**config.mk**
```make
export PLATFORM = sky130hd
export DESIGN_NAME = dmem_wbuf_flat
export DESIGN_NICKNAME = d
export VERILOG_FILES = /design/src/rtl/dmem_wbuf_if.sv /design/src/rtl/dmem_wbuf.sv /design/src/flat_wrapper.sv
export SDC_FILE = /design/constraint.sdc
export NUM_CORES = 1
export LEC_CHECK = 0
export CAP_MARGIN = 5
export CORE_MARGIN = 3
export CORE_UTILIZATION = 31
export DETAILED_ROUTE_END_ITERATION = 7
export DONT_BUFFER_PORTS = 1
export HOLD_SLACK_MARGIN = 0.03
export PLACE_DENSITY = 0.47
export RECOVER_POWER = 50
export SYNTH_ARGS = -nofsm -noshare
export SYNTH_HDL_FRONTEND = slang
export SYNTH_SLANG_ARGS = --single-unit
```
**constraint.sdc**
```tcl
create_clock -name clk -period 18.7 [get_ports clk]
set_clock_uncertainty 0.1 [all_clocks]
set_input_delay 1.87 -clock clk [delete_from_list [all_inputs] [get_ports clk]]
set_output_delay 1.87 -clock clk [all_outputs]
set_load 0.005 [all_outputs]
```
**src/rtl/dmem_wbuf_if.sv**
```systemverilog
// dmem_wbuf bus bundle: MEM-stage data port plus the SRAM read/write ports.
// The master side is the pipeline/SRAM environment; the slave side is the buffer.
interface dmem_wbuf_if #(
    parameter int SRAM_AW = 14
);
    logic [1:0]         proc2Dmem_command;
    logic [31:0]        proc2Dmem_addr;
    logic [31:0]        proc2mem_data;
    logic [31:0]        mem2proc_data;
    logic [SRAM_AW-1:0] sram_raddr;
    logic [31:0]        sram_rdata;
    logic               sram_wreq;
    logic [SRAM_AW-1:0] sram_waddr;
    logic [31:0]        sram_wdata;
    logic               sram_wgnt;

    modport master (
        output proc2Dmem_command,
        output proc2Dmem_addr,
        output proc2mem_data,
        output sram_rdata,
        output sram_wgnt,
        input  mem2proc_data,
        input  sram_raddr,
        input  sram_wreq,
        input  sram_waddr,
        input  sram_wdata
    );

    modport slave (
        input  proc2Dmem_command,
        input  proc2Dmem_addr,
        input  proc2mem_data,
        input  sram_rdata,
        input  sram_wgnt,
        output mem2proc_data,
        output sram_raddr,
        output sram_wreq,
        output sram_waddr,
        output sram_wdata
    );
endinterface

```
**src/rtl/dmem_wbuf.sv**
```systemverilog
// Posted-store write buffer with same-cycle store-to-load forwarding.
// Define DMEM_WBUF_STATS_EN to add stat_stores/stat_fwd/stat_drop counters.
module dmem_wbuf #(
    parameter int DEPTH   = 4,
    parameter int SRAM_AW = 14
) (
    input  logic                    clk,
    input  logic                    rst,
    dmem_wbuf_if.slave              bus,
    output logic [$clog2(DEPTH):0]  wbuf_count,
    output logic                    wbuf_ovf
`ifdef DMEM_WBUF_STATS_EN
    ,
    output logic [31:0]             stat_stores,
    output logic [31:0]             stat_fwd,
    output logic [31:0]             stat_drop
`endif
);
    localparam int PW = $clog2(DEPTH);
    localparam int CW = PW + 1;
    localparam logic [1:0] BUS_LOAD  = 2'h1;
    localparam logic [1:0] BUS_STORE = 2'h2;
    localparam logic [CW-1:0] FULL = CW'(DEPTH);

    logic [SRAM_AW-1:0] ent_addr [DEPTH];
    logic [31:0]        ent_data [DEPTH];
    logic [PW-1:0]      head;
    logic [PW-1:0]      tail;
    logic [CW-1:0]      count;

    logic               is_load;
    logic               is_store;
    logic               drain;
    logic               enq;
    logic               drop;
    logic [SRAM_AW-1:0] ld_addr;
    logic               hit;
    logic [31:0]        fwd_data;
    logic [PW-1:0]      idx;
    logic               unused_addr;

    assign is_load  = bus.proc2Dmem_command == BUS_LOAD;
    assign is_store = bus.proc2Dmem_command == BUS_STORE;
    assign ld_addr  = bus.proc2Dmem_addr[SRAM_AW+1:2];
    assign unused_addr = ^{bus.proc2Dmem_addr[1:0],
                           bus.proc2Dmem_addr[31:SRAM_AW+2]};

    // A drain frees a slot at the same edge, so a full buffer still accepts.
    assign drain = (count != '0) && bus.sram_wgnt;
    assign enq   = is_store && ((count != FULL) || drain);
    assign drop  = is_store && !enq;

    // Walk oldest to youngest; the last match is the youngest store.
    always_comb begin
        hit      = 1'b0;
        fwd_data = '0;
        idx      = head;
        for (int i = 0; i < DEPTH; i++) begin
            idx = head + PW'(i);
            if (CW'(i) < count && ent_addr[idx] == ld_addr) begin
                hit      = 1'b1;
                fwd_data = ent_data[idx];
            end
        end
    end

    assign bus.mem2proc_data = !is_load ? 32'h0
                             : hit      ? fwd_data
                             :            bus.sram_rdata;
    assign bus.sram_raddr = ld_addr;
    assign bus.sram_wreq  = count != '0;
    assign bus.sram_waddr = ent_addr[head];
    assign bus.sram_wdata = ent_data[head];
    assign wbuf_count     = count;

    always_ff @(posedge clk or posedge rst) begin
        if (rst) begin
            head     <= '0;
            tail     <= '0;
            count    <= '0;
            wbuf_ovf <= 1'b0;
            for (int i = 0; i < DEPTH; i++) begin
                ent_addr[i] <= '0;
                ent_data[i] <= '0;
            end
        end else begin
            if (enq) begin
                ent_addr[tail] <= ld_addr;
                ent_data[tail] <= bus.proc2mem_data;
                tail           <= tail + 1'b1;
            end
            if (drain)
                head <= head + 1'b1;
            if (enq && !drain)
                count <= count + 1'b1;
            else if (!enq && drain)
                count <= count - 1'b1;
            if (drop)
                wbuf_ovf <= 1'b1;
        end
    end

`ifdef DMEM_WBUF_STATS_EN
    always_ff @(posedge clk or posedge rst) begin
        if (rst) begin
            stat_stores <= '0;
            stat_fwd    <= '0;
            stat_drop   <= '0;
        end else begin
            if (enq)
                stat_stores <= stat_stores + 1'b1;
            if (is_load && hit)
                stat_fwd <= stat_fwd + 1'b1;
            if (drop)
                stat_drop <= stat_drop + 1'b1;
        end
    end
`endif

endmodule

```
**src/flat_wrapper.sv**
```systemverilog
// flat-port wrapper written by rule: the top's interface ports become plain ports
module dmem_wbuf_flat 
#(
    parameter int DEPTH   = 4,
    parameter int SRAM_AW = 14
)
  (clk, rst, wbuf_count, wbuf_ovf, bus_proc2Dmem_command, bus_proc2Dmem_addr, bus_proc2mem_data, bus_sram_rdata, bus_sram_wgnt, bus_mem2proc_data, bus_sram_raddr, bus_sram_wreq, bus_sram_waddr, bus_sram_wdata);
  dmem_wbuf_if #(.SRAM_AW(SRAM_AW)) bus_i ();
  input  logic clk;
  input  logic rst;
  output logic [$clog2(DEPTH):0] wbuf_count;
  output logic wbuf_ovf;
  input wire logic [$bits(bus_i.proc2Dmem_command)-1:0] bus_proc2Dmem_command;
  input wire logic [$bits(bus_i.proc2Dmem_addr)-1:0] bus_proc2Dmem_addr;
  input wire logic [$bits(bus_i.proc2mem_data)-1:0] bus_proc2mem_data;
  input wire logic [$bits(bus_i.sram_rdata)-1:0] bus_sram_rdata;
  input wire logic [$bits(bus_i.sram_wgnt)-1:0] bus_sram_wgnt;
  output wire logic [$bits(bus_i.mem2proc_data)-1:0] bus_mem2proc_data;
  output wire logic [$bits(bus_i.sram_raddr)-1:0] bus_sram_raddr;
  output wire logic [$bits(bus_i.sram_wreq)-1:0] bus_sram_wreq;
  output wire logic [$bits(bus_i.sram_waddr)-1:0] bus_sram_waddr;
  output wire logic [$bits(bus_i.sram_wdata)-1:0] bus_sram_wdata;
  assign bus_i.proc2Dmem_command = bus_proc2Dmem_command;
  assign bus_i.proc2Dmem_addr = bus_proc2Dmem_addr;
  assign bus_i.proc2mem_data = bus_proc2mem_data;
  assign bus_i.sram_rdata = bus_sram_rdata;
  assign bus_i.sram_wgnt = bus_sram_wgnt;
  assign bus_mem2proc_data = bus_i.mem2proc_data;
  assign bus_sram_raddr = bus_i.sram_raddr;
  assign bus_sram_wreq = bus_i.sram_wreq;
  assign bus_sram_waddr = bus_i.sram_waddr;
  assign bus_sram_wdata = bus_i.sram_wdata;
  dmem_wbuf #(.DEPTH(DEPTH), .SRAM_AW(SRAM_AW)) u_core (.clk(clk), .rst(rst), .bus(bus_i), .wbuf_count(wbuf_count), .wbuf_ovf(wbuf_ovf));
endmodule
```
; ---- Yosys cells after proc, flatten, opt, wreduce, memory -nomap -nowiden
; Index checks and enable logic that the tools add are counted.
[op_classes]
magnitude_cmp = 10
bitwise_logic = 5
reduce_logical = 15
n_mux = 42
addsub = 6
eq_ne = 7
[ops]
columns = cell, n
row1 = $mux W32, 15
row2 = $bmux W32 S2, 4
row3 = $bwmux W128, 1
row4 = $mux W14, 9
row5 = $bmux W14 S2, 4
row6 = $demux W32 S2, 1
row7 = $bwmux W56, 1
row8 = $eq A14 B14 Y1, 4
row9 = $demux W14 S2, 1
row10 = $ge A3 B3 Y1 const B, 5
row11 = $not A2 Y3, 5
row12 = $logic_and A1 B1 Y1, 10
row13 = $lt A1 B3 Y1 const A, 2
row14 = $lt A2 B3 Y1 const A, 2
row15 = $mux W3, 2
row16 = $add A2 B1 Y2 const B, 2
row17 = $add A2 B2 Y2 const B, 2
row18 = $mux W1, 4
row19 = $add A3 B1 Y3 const B, 1
row20 = $lt A3 B1 Y1 const B, 1
row21 = $ne A3 B3 Y1 const B, 1
row22 = $reduce_bool A3 Y1, 1
row23 = $sub A3 B1 Y3 const B, 1
row24 = $eq A2 B1 Y1 const B, 1
row25 = other kinds (4), 5
[totals]
output_inout_bits = 97
register_bits = 192
in_bits = 101
wordCells = 97

; ---- Depth between registers and ports, before layout
[logic_depth]
depth_word = 12
ltp_mapped = 14
mapped_depth_nobuf = 9

; ---- Worst setup path after synthesis
; Ideal clock, no wire load.
[synth_timing]
kind = input -> output
start = input port bus_proc2Dmem_addr[15]
end = output port bus_mem2proc_data[0]
t_arrival_ps = 4000
path_buffers = 3
path_slack_ps = 12730
stages = 10
t_required_ps = 16730
path_cell_list = buf_1 xnor2_1 nand4_1 nor4b_2 or4b_1 and3_1 buf_6 buf_6 a221oi_2 a21oi_1
[synth_via]
elab_chain_len = 8
elab_cells_between_ends = 18
cone_classes = eq/ne (4) / mux (10) / reduce/logical (4)
[synth_rtl]
columns = item, line
row1 = "start, declared", flat_wrapper.sv:14  ; input wire logic [$bits(bus_i.proc2Dmem_addr)-1:0] bus_proc2Dmem_addr;
row2 = $eq A14 B14 Y1, dmem_wbuf.sv:60  ; if (CW'(i) < count && ent_addr[idx] == ld_addr) begin
row3 = $logic_and A1 B1 Y1, dmem_wbuf.sv:60
row4 = $mux W32 or $mux W1 (tied branches) (4 in series), dmem_wbuf.sv:60
row5 = $mux W32 *, dmem_wbuf.sv:68  ; : hit ? fwd_data
row6 = $mux W32 *, dmem_wbuf.sv:67  ; assign bus.mem2proc_data = !is_load ? 32'h0
row7 = "end, declared", flat_wrapper.sv:18  ; output wire logic [$bits(bus_i.mem2proc_data)-1:0] bus_mem2proc_data;
; Mark *: on every way between the ends. The rest lies on a longest branch, timed or not.

==> results.ini <==
[outcome]
outcome=complete, but fails checks
violations=capacitance limit, slew limit

[finish]
multi_input_area_sq_mm=0.00836
n_antenna_cell=0
final_area_sq_mm=0.0146
final_net_count=1047
final_core_util=0.338
fill_cells=4323
final_layout_size_suffix_gt1_frac=0.452
ff_latch_area_sq_mm=0.00481
area_growth_pct=6.81

[pwr]
vdd_drop_max_mv=0.0645
p_per_area_mw_per_mm2=187
clockPowerShare=0.137
comb_power_share=0.544
p_int_uw=1690
p_leak_uw=0.00541
power.switching_uw=1050
swShare=0.384
seqPwrFrac=0.319

[clock_tree]
cts_tree=yes
cts.path.max_buffers=2
cts_max_level=4
clk_latency_ps=450
cts_made_buffers=17
cts.sinks=192
ctsResizeCount=0
post-cts-setup-buffer-count=0
path_clk_slew_ps=60
root_buffer=clkbuf_16
cts_hold_buf=0

[min_path]
hold_path_depth=1
worstHoldStart=u_core.ent_addr[15]$_DFFE_PP0P_
hold_class=flop to flop
whs_endpoint=u_core.ent_addr[15]$_DFFE_PP0P_

[routing]
ant_nets=0
first_pass_iters=5
wirelength_um=38000
drc=0
vias_per_cell=5.76
wl_per_cell_um=24.8
vias=8843
drt_iter0_markers=595

[critical_path]
r2r.worst_path.cells=8
cp.required_ps=17780
slowest_delay_ps=3200
cp-start-kind=primary input
critPathMaxFanout=127
r2r_slack_ps=13980
cp_cell_sequence=clkinvlp_2, clkbuf_1
critical_path.slowest_cell=clkinvlp_2
critical_path_class=primary input to asynchronous set/reset pin
path_buf_inv=2
r2r_end=u_core.ent_data[108]$_DFFE_PP0P_
crit_arrival_ps=8030
regToRegStartpoint=u_core.wbuf_count[0]$_DFFE_PP0P_
cpLargestDelayFamily=buffers and inverters
crit_path_end_kind=asynchronous set/reset pin

[global_route]
grt_max_degree=128
antenna_found_initial=1
gr-total-overflow=0
first_global_vias=8809
track_usage=0.164
grt_pass1_wl_um=58400

[logic_synthesis]
synth_flop_cell=dfrtp_1
syn-cell-area_sq_mm=0.0137
synth_commonest_cells=192 x dfrtp_1, 192 x mux2_2, 148 x mux4_2, 54 x clkbuf_1, 47 x a21oi_1
ys_async_sr_fraction=1.00
yosysWarnings=0
syn_inst=1010
yosysTopAreaCellShare=0.350
synth_top_area_cell=dfrtp_1
synth-seq-cells=192
ys_seq_area_frac=0.350
avgSynthCellArea_sq_um=13.6
synth_edf_count=0
synthTopCellsByArea=dfrtp_1 35%, mux4_2 24%, mux2_2 16%, a221oi_2 3.3%, mux2i_1 2.9%
syn-num-nets=1120
netlist-cell-type-count=50

[sta]
setup_tns_ps=0
finalHoldViolations=0
timing.final.crit_share=0.479
fmax_mhz=112
final.min_clock_period_ps=8950
rsz0062_at_grt=no
finalMaxSlewViolations=285
worst_slew_pin_slew_ps=5860
finalSetupViolCount=0
slew_headroom=-2.93

[floorplan]
initial_core_util=0.316
core_sq_mm=0.0434
dieArea_sq_mm=0.0468
ios=198
die_h_um=216
rows=76
die_x_um=216

[placement]
portBuffers=0
gp_congestion=0.737
dp_hpwl_um=23800
place_area_sq_mm=0.0141

[flow_run]
cap_violations=4

[final cells by class]
type,instances,area share
multi-input combinational,701,0.571
sequential,192,0.329
tap,585,0.0500
clock buffer,21,0.0314
clock inverter,11,0.00888
timing repair buffer,18,0.00846
inverter,7,0.00188
[power groups by stage]
stage / combinational (uW) / clock [uW] / sequential [uW]
floorplan: 1300 / 0 / 780
global route: 1620 / 407 / 914
CTS: 1510 / 392 / 868
finish: 1490 / 376 / 873
global placement: 1490 / 0 / 865
detailed placement: 1500 / 0 / 875
[stage by stage]
step           total power, uW  hold slack, ps  cells  worst slack, ps
6_report                  2740             431   1535             9750
5_1_grt                   2940             453   1535             8100
4_1_cts                   2770             433   1535            10980
3_5_place_dp              2380             417   1503            11510
3_3_place_gp              2360             410   1503            11560
2_1_floorplan             2080             360   1010            11500
[layout by cell type, fill, tap and decap left out, types with 17 or more instances in the layout]
cell type,synthesis,layout
mux2_2,192,192
dfrtp_1,192,190
mux4_2,148,148
a21oi_1,47,47
mux2i_1,40,40
o21ai_0,38,38
xnor2_1,37,37
a22oi_1,33,33
a221oi_2,30,30
xor2_1,24,24
nor2_1,23,22
clkbuf_16,0,17
[per-layer routing]
| metal | vias to the layer above | part of all wire | track usage |
|---|---|---|---|
| met5 | - | 0 | 0 |
| met4 | 0 | 0.014 | 0.0433 |
| met3 | 28 | 0.060 | 0.0444 |
| met2 | 178 | 0.48 | 0.266 |
| met1 | 4754 | 0.44 | 0.218 |
| li1 | 3883 | - | - |
[flip-flops by register name, indices dropped and copies added, names as in the netlist]
signal	flops
u_core.ent_addr	56
u_core.ent_data	128
u_core.head	2
u_core.tail	2
u_core.wbuf_count	3
u_core.wbuf_ovf	1
[how the worst max path moves through the flow]
stage | startpoint | endpoint | slack, ps | cells past startpoint
2_1_floorplan | rst | u_core.ent_addr[0]$_DFFE_PP0P_ | 11500 | 1
6_report | rst | u_core.head[1]$_DFFE_PP0P_ | 9750 | 2
3_5_place_dp | u_core.head[0]$_DFFE_PP0P_ | bus_mem2proc_data[11] | 11510 | 11
3_3_place_gp | u_core.head[0]$_DFFE_PP0P_ | bus_mem2proc_data[11] | 11560 | 11
5_1_grt | rst | u_core.head[1]$_DFFE_PP0P_ | 8100 | 2
4_1_cts | u_core.head[0]$_DFFE_PP0P_ | bus_mem2proc_data[11] | 10980 | 11
[logic make-up (layout without fill, tap and decap cells)]
logic type                 after synthesis  in the layout  share of synthesized area
and+or+nand+nor                         76             76                     0.0286
DFF                                    192            192                      0.350
buffers and inverters                  117             57                     0.0423
muxes                                  383            383                      0.436
adders and majority gates                9              9                    0.00821
AOI/OAI and AO/OA                      172            172                     0.0960
xor gates and xnor gates                61             61                     0.0390
No activity file was read; power rests on OpenSTA's default activity.
